## config.mk

```make
export PLATFORM = sky130hd
export DESIGN_NAME = mux4_rr_arbiter
export DESIGN_NICKNAME = d
export VERILOG_FILES = /design/src/rtl/mux4_rr_arbiter.sv
export SDC_FILE = /design/constraint.sdc
export NUM_CORES = 1
export LEC_CHECK = 0
export ABC_AREA = 0
export ABC_CLOCK_PERIOD_IN_PS = 1700
export BUFFER_PORTS_ARGS = -buffer_cell sky130_fd_sc_hd__buf_2
export CAP_MARGIN = 20
export CORE_AREA = 2 2 39 41
export DETAILED_ROUTE_END_ITERATION = 10
export DIE_AREA = 0 0 41 43
export GPL_ROUTABILITY_DRIVEN = 0
export GPL_TIMING_DRIVEN = 0
export PLACE_DENSITY = 0.59
export SLEW_MARGIN = 20
export SYNTH_ARGS = -nofsm -noshare
export SYNTH_HDL_FRONTEND = slang
export SYNTH_SLANG_ARGS = --single-unit
```

## constraint.sdc

```tcl
create_clock -name clk -period 1.7 [get_ports clk]
set_clock_uncertainty 0.15 [all_clocks]
set_input_delay 0.085 -clock clk [delete_from_list [all_inputs] [get_ports clk]]
set_output_delay 0.085 -clock clk [all_outputs]
set_load 0.02 [all_outputs]
```

## src/rtl/mux4_rr_arbiter.sv

```systemverilog
// mux4_rr_arbiter: four valid/ready requesters share one registered
// output channel through round-robin arbitration and a mux4.
module mux4 #(
   parameter int N = 1
) (
   input  logic [1:0]   i_sel,
   input  logic [N-1:0] i_d0,
   input  logic [N-1:0] i_d1,
   input  logic [N-1:0] i_d2,
   input  logic [N-1:0] i_d3,
   output logic [N-1:0] o_y
);
   always_comb begin
      case (i_sel)
         2'd0:    o_y = i_d0;
         2'd1:    o_y = i_d1;
         2'd2:    o_y = i_d2;
         default: o_y = i_d3;
      endcase
   end
endmodule

module mux4_rr_arbiter #(
   parameter int N = 1
) (
   input  logic         clk,
   input  logic         rst_n,
   input  logic [3:0]   req_valid,
   input  logic [N-1:0] req_data00,
   input  logic [N-1:0] req_data01,
   input  logic [N-1:0] req_data02,
   input  logic [N-1:0] req_data03,
   output logic [3:0]   req_ready,
   output logic         out_valid,
   input  logic         out_ready,
   output logic [N-1:0] out_data,
   output logic [1:0]   out_select
);
   typedef enum logic {
      EMPTY = 1'b0,
      FULL  = 1'b1
   } state_t;

   state_t       r_state;
   logic [N-1:0] r_data;
   logic [1:0]   r_sel;
   logic [1:0]   r_last;

   logic         w_any;
   logic         w_load_en;
   logic [1:0]   w_grant;
   logic [N-1:0] w_mux;

   assign w_any = |req_valid;

   // No handshake may complete while reset is held.
   assign w_load_en = rst_n && w_any &&
                      ((r_state == EMPTY) || out_ready);

   // Scan last+4 down to last+1 so the nearest successor wins.
   always_comb begin
      w_grant = r_last;
      for (int k = 4; k >= 1; k--) begin
         if (req_valid[r_last + 2'(k)]) begin
            w_grant = r_last + 2'(k);
         end
      end
   end

   assign req_ready = w_load_en ? (4'b0001 << w_grant) : 4'b0000;

   mux4 #(.N(N)) u_mux (
      .i_sel (w_grant),
      .i_d0  (req_data00),
      .i_d1  (req_data01),
      .i_d2  (req_data02),
      .i_d3  (req_data03),
      .o_y   (w_mux)
   );

   always_ff @(posedge clk or negedge rst_n) begin
      if (!rst_n) begin
         r_state <= EMPTY;
         r_data  <= '0;
         r_sel   <= 2'd0;
         r_last  <= 2'd3;
      end else if (w_load_en) begin
         r_state <= FULL;
         r_data  <= w_mux;
         r_sel   <= w_grant;
         r_last  <= w_grant;
      end else if ((r_state == FULL) && out_ready) begin
         r_state <= EMPTY;
      end
   end

   assign out_valid  = (r_state == FULL);
   assign out_data   = r_data;
   assign out_select = r_sel;
endmodule

```

==> impl_results.md <==
- WL/cell: 12.3 um
- CTS buffer count: 3
- Antenna Cells: 0
- Vias: 488
- # IOs: 19
- Crit start category: flop
- Core Area: 1380 um^2
- Synth area leaders: dfrtp_1 23%, dfstp_2 12%, and3_4 5.2%
- Worst Hold Depth: 3
- Largest net degree at the start of global routing: 7
- Syn_nets: 58
- Post-layout nets: 92
- Min cycle time layout: 1950 ps
- GRT Residual Overflow: 0
- Largest delay share family, worst path: simple AND/OR/NAND/NOR gates
- Register area share after synthesis: 35.4%
- DR iter-0 viols: 4
- Asr flop ratio synth: 100%
- Setup TNS: -1420 ps
- Post-route setup slack: -249 ps
- Synth Instances: 47
- Hold Path Sink: out_valid
- Area Growth Syn to Fin: 68.1%
- PortBufs: 18
- Fin. max-slew vios: 0
- Critical path buffers and inverters: 2
- Row cnt: 14
- Synth top area share: 23.2%
- First-pass GRT wire length: 1810 um
- Crit-path cells: buf_6, nand2_2, and3_4, or3_4, nor2_4, buf_6
- Residual DRC: 0
- Post-route ant nets: 0
- Worst setup EP type: output pin
- Ys flop type: dfrtp_1
- Pleak: 0.351 nW
- Top Metal Used: met4
- Yosys cell types: 23
- Clock-pin slew on the worst setup and hold paths: 40 ps
- Failing checks: negative setup slack
- Post-Syn Area per Cell: 9.18 um^2
- Root Buffer: clkbuf_4
- CTS tree: yes
- CP arrival: 1710 ps
- Die X: 41 um
- Crit-path max FO: 3
- Largest stage delay on the critical path: 540 ps
- Most used cell, CP: buf_6
- Post-synth EDFFs: 0
- Yosys Warn Count: 0
- M1 WL: 454 um
- Overall power: 863 uW
- Final setup viols: 7
- Peak VDD IR: 0.000463 V
- Critical Path RT: 1460 ps
- Clock tree buffer depth: 2
- WS Path Type: flop to output pin
- Hold Fails Final Rpt: 0
- FF-to-FF path depth: 7
- Slew headroom: 74.4%
- Post-DP HPWL: 737 um
- Met2 WL: 645 um
- Period utilization: 115%
- Initial Util: 31.2%
- Worst-skew pair later-pin latency: 240 ps
- Most frequent cells after synthesis: 6 x nand2_1, 6 x nor2_1, 4 x dfrtp_1
- PD cells: 1190 nW/um^2
- Final Cell Area: 726 um^2
- RSZ-0062 raised after global routing: yes
- Drt pass-1 iters: 2
- FF-to-FF End: out_data
- CP max stage cell: dfstp_2
- Area post-placement: 547 um^2
- WL met3: 41 um
- Hold_sp: out_ready
- Die area: 1760 um^2
- Layout cells sized above 1: 63.3%
- Clock sink total: 6
- Worst reg2reg path startpoint: r_last[0]
- R2R setup slack: -240 ps
- Hold/Removal Path Class: input port to flop
- FF+latch count, synth: 6
- Gr usage total: 15.9%
- Initial antenna violation count: 0
- FMAX: 0.513 GHz
- Post-Route WL: 1170 um
- H-tree depth: 1
- Vias in the first global route: 441
- Post-synth top area cell: dfrtp_1
- Netlist Area Pre-Place: 432 um^2
- Vias/cell: 5.14
- Die H: 43 um
- Slew @ Worst Pin: 382 ps
- # Max-Cap Violations: 0
- Status: finished, violations left
[logic make-up after synthesis]
| kind of cell | synth area share (%) |
|---|---|
| muxes | 4.64 |
| buffers and inverters | 2.61 |
| and+or+nand+nor | 41.4 |
| AOI/OAI and AO/OA | 15.9 |
| DFF | 35.4 |
[placed cells by master (no fill, tap or decap)]
cell type | netlist | layout
a21boi_1 | 1 | 1
o21a_1 | 3 | 3
or3_4 | 2 | 2
o22ai_4 | 0 | 1
dlygate4sd3_1 | 0 | 2
nand2_1 | 6 | 5
nand2b_4 | 1 | 2
dfstp_2 | 2 | 2
o211ai_1 | 1 | 1
nor2_1 | 6 | 3
nor3_2 | 1 | 1
nor2_2 | 0 | 1
nand2_2 | 1 | 2
buf_4 | 0 | 6
clkbuf_4 | 0 | 3
buf_6 | 0 | 6
nor2b_2 | 0 | 1
nor2_4 | 0 | 2
nand2b_1 | 3 | 2
o21ai_2 | 1 | 1
or4_4 | 1 | 1
mux2i_1 | 2 | 2
nor4_1 | 2 | 2
nand3_2 | 1 | 1
a21oi_1 | 1 | 1
and3_4 | 2 | 2
inv_1 | 3 | 3
dfrtp_1 | 4 | 4
buf_2 | 0 | 15
a32o_2 | 1 | 1
[report_power, final]
part | switching, mW | internal (mW)
combinational | 0.242 | 0.261
sequential | 0.0352 | 0.199
clock | 0.0466 | 0.0795
total | 0.324 | 0.539
[metal layers]
layer / vias to the layer above / global-route usage, %
li1: 234 / -
met1: 241 / 18.8
met2: 9 / 23.8
met3: 4 / 3.14
met4: 0 / 12.0
met5: - / 0
[state kept, by name, summed over array words and instances, names as in the netlist]
name / flops
out_select: 2
r_last: 2
out_data: 1
out_valid: 1
[cell type report]
class	count	area, um^2
Sequential cell	6	153
Timing Repair Buffer	29	208
Tap cell	16	20.0
Inverter	3	11.3
Fill cell	138	658
Clock buffer	3	22.5
Multi-Input combinational cell	38	312
[timing repair]
item,CTS,global route
hold buffers,2,0
setup endpoints to repair,7,8
resized for setup,14,3
pin swaps,6,4
endpoints found under the hold margin,6,0
buffers inserted,8,1
[per-stage QoR]
stage                     utilization [%]  instances  hold WS, ps  setup WS, ps
after floorplan                         -         47         -361         -30.6
after global placement               39.5         81         -217          -123
after detailed placement             39.5         81         -216          -131
after CTS                            50.8         94         21.3          -247
after global routing                 52.4         95         35.3          -304
final                                52.4         95         19.6          -249
[worst max path at each step]
stage              start            to  slack (ps)  depth (start not counted)
2_1_floorplan  r_last[0]  req_ready[0]         -30                          4
3_3_place_gp   r_last[0]  req_ready[1]        -120                          5
3_5_place_dp   r_last[0]  req_ready[0]        -130                          5
4_1_cts        r_last[0]  req_ready[0]        -250                          6
5_1_grt        r_last[0]      out_data        -300                          7
6_report       r_last[0]  req_ready[0]        -250                          6
[worst min-delay path, cell delays in order]
cell and delay, ps:
buf_2 70, nand2b_1 150, nand2_1 70
No activity file was read; power rests on OpenSTA's default activity.
